### src/rtl/unidade_proximo_pc_pkg.sv
// Shared definitions for the next-PC unit: redirect mode encodings and the
// parameter sanity check used by the target calculator.
package pacote_pc;

    localparam logic [1:0] MODO_BRANCH = 2'b00;
    localparam logic [1:0] MODO_JUMP   = 2'b01;
    localparam logic [1:0] MODO_JR     = 2'b10;
    localparam logic [1:0] MODO_TRAP   = 2'b11;

    // The shifted jump field must fit inside the address width.
    function automatic bit larguras_validas(input int largura, input int larg_alvo, input int desloc);
        return (larg_alvo + desloc) <= largura;
    endfunction

endpackage

### src/rtl/unidade_proximo_pc_calculo.sv
// Combinational redirect target selection (branch, pseudo-direct jump,
// jump-register, trap) plus the word-alignment check on the chosen target.
module calculo_alvo_pc
    import pacote_pc::*;
#(
    parameter int                 LARGURA       = 32,
    parameter int                 LARG_ALVO     = 26,
    parameter int                 DESLOC        = 2,
    parameter int                 PASSO         = 4,
    parameter logic [LARGURA-1:0] ENDERECO_TRAP = 32'h0000_0080
) (
    input  logic [1:0]           modo,
    input  logic [LARGURA-1:0]   pc_origem,
    input  logic [LARGURA-1:0]   deslocamento,
    input  logic [LARG_ALVO-1:0] alvo_jump,
    input  logic [LARGURA-1:0]   registrador,
    output logic [LARGURA-1:0]   alvo,
    output logic                 desalinhado
);

    localparam int                 BITS_JUMP     = LARG_ALVO + DESLOC;
    localparam logic [LARGURA-1:0] MASCARA_JUMP  = ~({LARGURA{1'b1}} << BITS_JUMP);
    localparam logic [LARGURA-1:0] MASCARA_ALINH = ~({LARGURA{1'b1}} << DESLOC);

    if (!larguras_validas(LARGURA, LARG_ALVO, DESLOC)) begin : g_largura_invalida
        $error("LARG_ALVO + DESLOC exceeds LARGURA");
    end

    logic [LARGURA-1:0] proximo_seq_s;
    logic [LARGURA-1:0] campo_jump_s;

    // Target mux; jump keeps only the top bits of the sequential successor.
    always_comb begin
        proximo_seq_s = pc_origem + LARGURA'(PASSO);
        campo_jump_s  = LARGURA'(alvo_jump) << DESLOC;
        case (modo)
            MODO_BRANCH: alvo = proximo_seq_s + (deslocamento << DESLOC);
            MODO_JUMP:   alvo = (proximo_seq_s & ~MASCARA_JUMP) | campo_jump_s;
            MODO_JR:     alvo = registrador;
            MODO_TRAP:   alvo = ENDERECO_TRAP;
            default:     alvo = ENDERECO_TRAP;
        endcase
        desalinhado = |(alvo & MASCARA_ALINH);
    end

endmodule

### src/rtl/unidade_proximo_pc.sv
// Next-PC unit: owns the PC register, presents it to instruction memory with
// valid/ready, and applies redirects (buffered once while frozen).
module unidade_proximo_pc
    import pacote_pc::*;
#(
    parameter int                 LARGURA        = 32,
    parameter int                 LARG_ALVO      = 26,
    parameter int                 PASSO          = 4,
    parameter int                 DESLOC         = 2,
    parameter logic [LARGURA-1:0] ENDERECO_RESET = 32'h0000_0000,
    parameter logic [LARGURA-1:0] ENDERECO_TRAP  = 32'h0000_0080
) (
    input  logic                 clock,
    input  logic                 reset_n,
    input  logic                 congela,
    input  logic                 pc_ready,
    output logic                 pc_valid,
    output logic [LARGURA-1:0]   pc_atual,
    input  logic                 redir_valid,
    input  logic [1:0]           redir_modo,
    input  logic [LARGURA-1:0]   pc_origem,
    input  logic [LARGURA-1:0]   deslocamento,
    input  logic [LARG_ALVO-1:0] alvo_jump,
    input  logic [LARGURA-1:0]   registrador,
    output logic                 erro_alinhamento,
    output logic [LARGURA-1:0]   endereco_erro
);

    logic [LARGURA-1:0] alvo_s;
    logic               desalinhado_s;
    logic               redir_ok_s;
    logic               pc_valid_s;

    logic [LARGURA-1:0] pc_d, pc_q;
    logic               valido_d, valido_q;
    logic               pendente_d, pendente_q;
    logic [LARGURA-1:0] buffer_d, buffer_q;
    logic               erro_d, erro_q;
    logic [LARGURA-1:0] end_erro_d, end_erro_q;

    calculo_alvo_pc #(
        .LARGURA       (LARGURA),
        .LARG_ALVO     (LARG_ALVO),
        .DESLOC        (DESLOC),
        .PASSO         (PASSO),
        .ENDERECO_TRAP (ENDERECO_TRAP)
    ) u_calculo (
        .modo         (redir_modo),
        .pc_origem    (pc_origem),
        .deslocamento (deslocamento),
        .alvo_jump    (alvo_jump),
        .registrador  (registrador),
        .alvo         (alvo_s),
        .desalinhado  (desalinhado_s)
    );

    // Next-state: freeze buffers redirects; otherwise live redirect beats buffer beats advance.
    always_comb begin
        redir_ok_s = redir_valid & ~desalinhado_s;
        pc_valid_s = valido_q & ~congela;
        pc_d       = pc_q;
        pendente_d = pendente_q;
        buffer_d   = buffer_q;
        valido_d   = 1'b1;
        erro_d     = redir_valid & desalinhado_s;
        if (redir_valid && desalinhado_s) begin
            end_erro_d = alvo_s;
        end else begin
            end_erro_d = end_erro_q;
        end
        if (congela) begin
            if (redir_ok_s) begin
                buffer_d   = alvo_s;
                pendente_d = 1'b1;
            end else begin
                buffer_d   = buffer_q;
            end
        end else if (redir_ok_s) begin
            pc_d       = alvo_s;
            pendente_d = 1'b0;
        end else if (pendente_q) begin
            pc_d       = buffer_q;
            pendente_d = 1'b0;
        end else if (pc_valid_s && pc_ready) begin
            pc_d       = pc_q + LARGURA'(PASSO);
        end else begin
            pc_d       = pc_q;
        end
    end

    // State registers with synchronous active-low reset.
    always_ff @(posedge clock) begin
        if (!reset_n) begin
            pc_q       <= ENDERECO_RESET;
            valido_q   <= 1'b0;
            pendente_q <= 1'b0;
            buffer_q   <= {LARGURA{1'b0}};
            erro_q     <= 1'b0;
            end_erro_q <= {LARGURA{1'b0}};
        end else begin
            pc_q       <= pc_d;
            valido_q   <= valido_d;
            pendente_q <= pendente_d;
            buffer_q   <= buffer_d;
            erro_q     <= erro_d;
            end_erro_q <= end_erro_d;
        end
    end

    assign pc_atual         = pc_q;
    assign pc_valid         = pc_valid_s;
    assign erro_alinhamento = erro_q;
    assign endereco_erro    = end_erro_q;

endmodule

### config.mk
export PLATFORM = sky130hd
export DESIGN_NAME = unidade_proximo_pc
export DESIGN_NICKNAME = d
export VERILOG_FILES = /design/src/rtl/unidade_proximo_pc_pkg.sv /design/src/rtl/unidade_proximo_pc_calculo.sv /design/src/rtl/unidade_proximo_pc.sv
export SDC_FILE = /design/constraint.sdc
export NUM_CORES = 1
export LEC_CHECK = 0
export ABC_CLOCK_PERIOD_IN_PS = 4550
export CAP_MARGIN = 25
export CORE_MARGIN = 1.5
export CORE_UTILIZATION = 50
export CTS_CLUSTER_SIZE = 40
export DETAILED_ROUTE_END_ITERATION = 12
export PLACE_DENSITY = 0.82
export SLEW_MARGIN = 20
export SYNTH_ARGS = -nofsm -noshare
export SYNTH_HDL_FRONTEND = slang
export SYNTH_SLANG_ARGS = --single-unit
### constraint.sdc
create_clock -name clock -period 4.55 [get_ports clock]
set_input_delay 0.455 -clock clock [delete_from_list [all_inputs] [get_ports clock]]
set_output_delay 0.455 -clock clock [all_outputs]
set_load 0.005 [all_outputs]
# == Word-level counts from Yosys, hierarchy flattened ==
# Cells that the tools add are included.
# word_totals
wordCells,31
regBits,99
in_bits,129
out_inout_bits,66
# op_classes
n_addsub,3
muxes,5
n_eq_ne,3
n_reduce_logical,8
bitwise_logic,6
# op_table
operator,n
$pmux W32 S4,1
$mux W32,3
$add A32 B3 Y32 const B,2
$add A32 B32 Y32,1
$or A32 B28 Y32,1
$reduce_and A2 Y1,3
$eq A2 B2 Y1 const B,2
$and A1 B1 Y1,3
$reduce_bool A3 Y1,1
$eq A2 B1 Y1 const B,1
$logic_and A1 B1 Y1,2
$logic_not A2 Y1,1
$not A1 Y1,2
$reduce_or A2 Y1,1
$mux W1,1

# == Longest topological paths before layout ==
# depth
ltp_word,8
mapped_depth,18
depth_no_buf,17

# == Modules after synthesis ==
# A second synthesis with hierarchy kept.
# hier_totals
cells_unflattened,1029
area_unflattened_um2,7536.0
# modules_own_cells
module,instances,area_each_um2,cells_each,seq_area_each_um2
unidade_proximo_pc,1,4875.9,633,1981.9
calculo_alvo_pc,1,2660.1,396,0.0

# == Worst setup path before layout ==
# OpenSTA, ideal clock, no wires.
# synth_timing
path_type,input to register
from,input pc_origem[8]
to,register pc_q[28] (netlist: pc_atual[28])
setup_time_ns,0.136
path_buffers,2
t_arrival_ns,3.510
stages,17
setup_slack_ns,0.904
t_required_ns,4.414
path_cell_list,and4_4 -> nand4_4 -> or2_1 -> buf_6 -> nor3_2 -> xor2_1 -> ha_1 -> clkbuf_1 -> a21oi_1 -> o21ai_0 -> a21oi_1 -> o21ai_0 -> a221o_1 -> a21o_1 -> xor2_1 -> a222oi_1 -> o21ai_0
# synth_between
elab_chain_len,4
elab_cells_between_ends,5
classes_between,add/sub: 2; mux: 2; bitwise: 1
# synth_rtl
item,line_no,text
start: declaration,unidade_proximo_pc.sv:21,"input logic [LARGURA-1:0] pc_origem,"
$add A32 B3 Y32 (*),unidade_proximo_pc_calculo.sv:34,proximo_seq_s = pc_origem + LARGURA'(PASSO);
$add A32 B32 Y32 / $or A32 B28 Y32 (equally long branches),"unidade_proximo_pc_calculo.sv:37, unidade_proximo_pc_calculo.sv:38",
$pmux W32 S4 (*),unidade_proximo_pc_calculo.sv:36,case (modo)
$mux W32 (*),unidade_proximo_pc.sv:78,end else if (redir_ok_s) begin
end signal: assignment,unidade_proximo_pc.sv:101,pc_q <= pc_d;
end: declaration,unidade_proximo_pc.sv:34,"logic [LARGURA-1:0] pc_d, pc_q;"
# Mark *: on every way between the ends. The rest lies on a longest branch, timed or not.
# A chain may end at the register's enable or synchronous reset.

# == Worst setup path in the final report ==
# Ends and elaborated chain as after synthesis.

==> metrics.txt <==
DRT antenna net count 0; Synth top area share 27.5%; # DRC 0; Mapped Area 7200 sq um; worst hold slack 0.464 ns; Die Wd 123 microns; register area share after synthesis 27.5%; fraction of the cycle the final worst path needs 90.7%; post-synth cell types 73; Worst path max stage delay 0.56 ns; first-pass iteration count of the detailed router 5; cts-stage hold buffer count 0; path category of the worst min-delay check reg -> reg; Least-Margin Pin Slew 0.792 ns; power per cell area 266 nW/um^2; most used cell, CP o21ai_0; Max Clock Freq 242 MHz; most frequent cells in the layout 192 x clkdlybuf4s50_1, 101 x o21ai_0, 100 x nor2_1, 99 x dfxtp_1; post-DR wirelength/cell 16.7 microns; total negative slack 0 ns; die height 123 microns; Clock Path Buffers 2; clk sinks 99; top post-synthesis cells by area dfxtp_1 28%, o21ai_0 7.1%, a21oi_1 6.7%; crit-path max FO 5; Root Buffer clkbuf_16; Worst setup SP type primary input; layout cell share with drive strength beyond 1 5.94%; Yosys top cell by area dfxtp_1; WP data arrival 4.36 ns; post-CTS resize count 0; GRT overflow 0; Num CTS Buffers 9; Slowest-stage cell, CP clkdlybuf4s50_1; Slew headroom 46.8%; routability cong. 0.928; Post-Syn Instances 971; syn_nets 1,133; Setup-failing EPs final 0; worst skew pair latency 0.35 ns; DP HPWL 17.0 mm; Leakage 3.63 nW; syn avg cell area 7.42 sq um; Core Area 14,000 sq um; #FFs+latches synth 99; crit path kind in -> reg; Async SR Flop Fraction 0%; Tmin final 4.13 ns; unrepaired setup endpoints after global routing false; fillers 1,197; largest net degree at the start of global routing 62; post-route cell area 9640 sq um; GRT Resource Usage Total 28.8%; CP Cell Sequence clkdlybuf4s50_1 -> and4_4 -> nand4_4 -> or2_1 -> nor3_2 -> xor2_1 -> ha_1 -> a21oi_1 -> o21ai_0 -> a21oi_1 -> o21ai_0 -> a221o_1 -> a21o_1 -> xor2_1 -> a222oi_1 -> buf_4 -> o21ai_0; via count normalized by instance count 5.90; # Max-Cap Violations 0; area grow syn2layout 33.9%; number of global-route vias before repair 6,952; clock slew at reported path FFs 0.07 ns; n_diodes 0; power consumption 0.00257 W; Final nets 1,302; PortBufs 192; initial antenna violation count 0; Synthesis Warnings 0; Site Rows 43; Slew Viols, Final 0; global-route wire length before repair 34.6 mm; die footprint 15,100 sq um; Post-CTS Setup Repair Bufs 0; EDFF count, synth 0; Setup crit end kind register; Starting DRT DRC Count 729; most common cell after layout, fill and taps aside clkdlybuf4s50_1; Ports 195; Max Clock Skew 0.00383 ns; status completed; CTS tree done; Initial Utilization 51.5%; WP data required 4.78 ns; Top FF cell, synth dfxtp_1; final wirelength 22.1 mm; Worst IR Drop VDD 156 uV; vias 7,823; Placement Cell Area 9320 sq um; Final Hold Fails 0; H-Tree Level Count 3
==> where the power goes <==
group / total (W) / switching (W) / internal [W]
sequential: 0.000973 / 0.0000485 / 0.000924
combinational: 0.000808 / 0.000412 / 0.000396
clock: 0.000785 / 0.000329 / 0.000456
==> synth_stat cells (all sizes together), types with 3 or more instances <==
library cell    n
a211o           3
a211oi         37
a21o           14
a21oi          96
a221o           3
a221oi          3
a22o            8
a22oi           7
a31oi           9
a32oi           8
and2            5
and3           19
and4            3
buf             7
clkbuf         58
dfxtp          99
ha             32
inv            19
mux2            7
mux2i           8
nand2          96
nand2b          7
nand3          33
nand4          15
nor2          102
nor2b           8
nor3           17
nor3b           3
o2111ai         3
o211a           3
o211ai          9
o21a           11
o21ai         105
o21bai          5
o31ai           4
or3             5
xnor2          47
xor2           24
==> worst max-delay path, delay by kind of cell <==
| kind | cells | cell delay [ns] |
|---|---|---|
| simple gates | 4 | 1.07 |
| buf+inv | 2 | 0.76 |
| xor+xnor | 2 | 0.32 |
| compound gates | 8 | 1.45 |
| fa+ha+maj | 1 | 0.27 |
==> logic make-up after synthesis <==
family / count (synthesis) / synth area share [%]
adder cells (fa/ha/maj): 33 / 5.84
multiplexers: 15 / 2.26
XOR/XNOR: 71 / 8.63
AO/OA/AOI/OAI: 348 / 30.3
buffers and inverters: 86 / 4.66
flip-flops: 99 / 27.5
AND/OR/NAND/NOR: 319 / 20.8
==> layout make-up <==
cell class | instances | area, sq um | share of cell area [%]
Tap cell | 180 | 225 | 2.34
Multi-Input combinational cell | 786 | 4890 | 50.7
Sequential cell | 99 | 1980 | 20.6
Inverter | 21 | 78.8 | 0.818
Clock buffer | 12 | 256 | 2.66
Clock inverter | 4 | 48.8 | 0.506
Timing Repair Buffer | 223 | 2160 | 22.4
==> final timing paths <==
check	start	cells after the start	endpoint	slack, ns
worst max register to register	pc_atual[4]	9	pc_atual[31]	2.07
worst min register to register	buffer_q[0]	2	pc_atual[0]	0.46
worst max-delay path	pc_origem[8]	17	pc_atual[28]	0.42
worst min-delay path	buffer_q[0]	2	pc_atual[0]	0.46
==> layer usage <==
metal	up-vias	global-route usage, %	share of wire, %
met5	-	0	0
met4	0	8.12	2.3
met3	41	4.52	7.3
met2	335	46.3	45
met1	3577	40.1	45
li1	3870	-	-
==> state kept, by name, summed over array words and instances (netlist names) <==
| signal | flops |
|---|---|
| buffer_q | 32 |
| endereco_erro | 32 |
| erro_alinhamento | 1 |
| pc_atual | 32 |
| pendente_q | 1 |
| valido_q | 1 |
==> metrics by stage <==
step           setup slack (ns)  util, %  cells
2_1_floorplan             0.904        -    971
3_3_place_gp              0.185     66.7   1308
3_5_place_dp              0.105     66.7   1308
4_1_cts                   0.450     68.8   1324
5_1_grt                  0.0315     68.9   1325
6_report                  0.421     68.9   1325
Note: power is estimated with default switching activity, not from simulation.
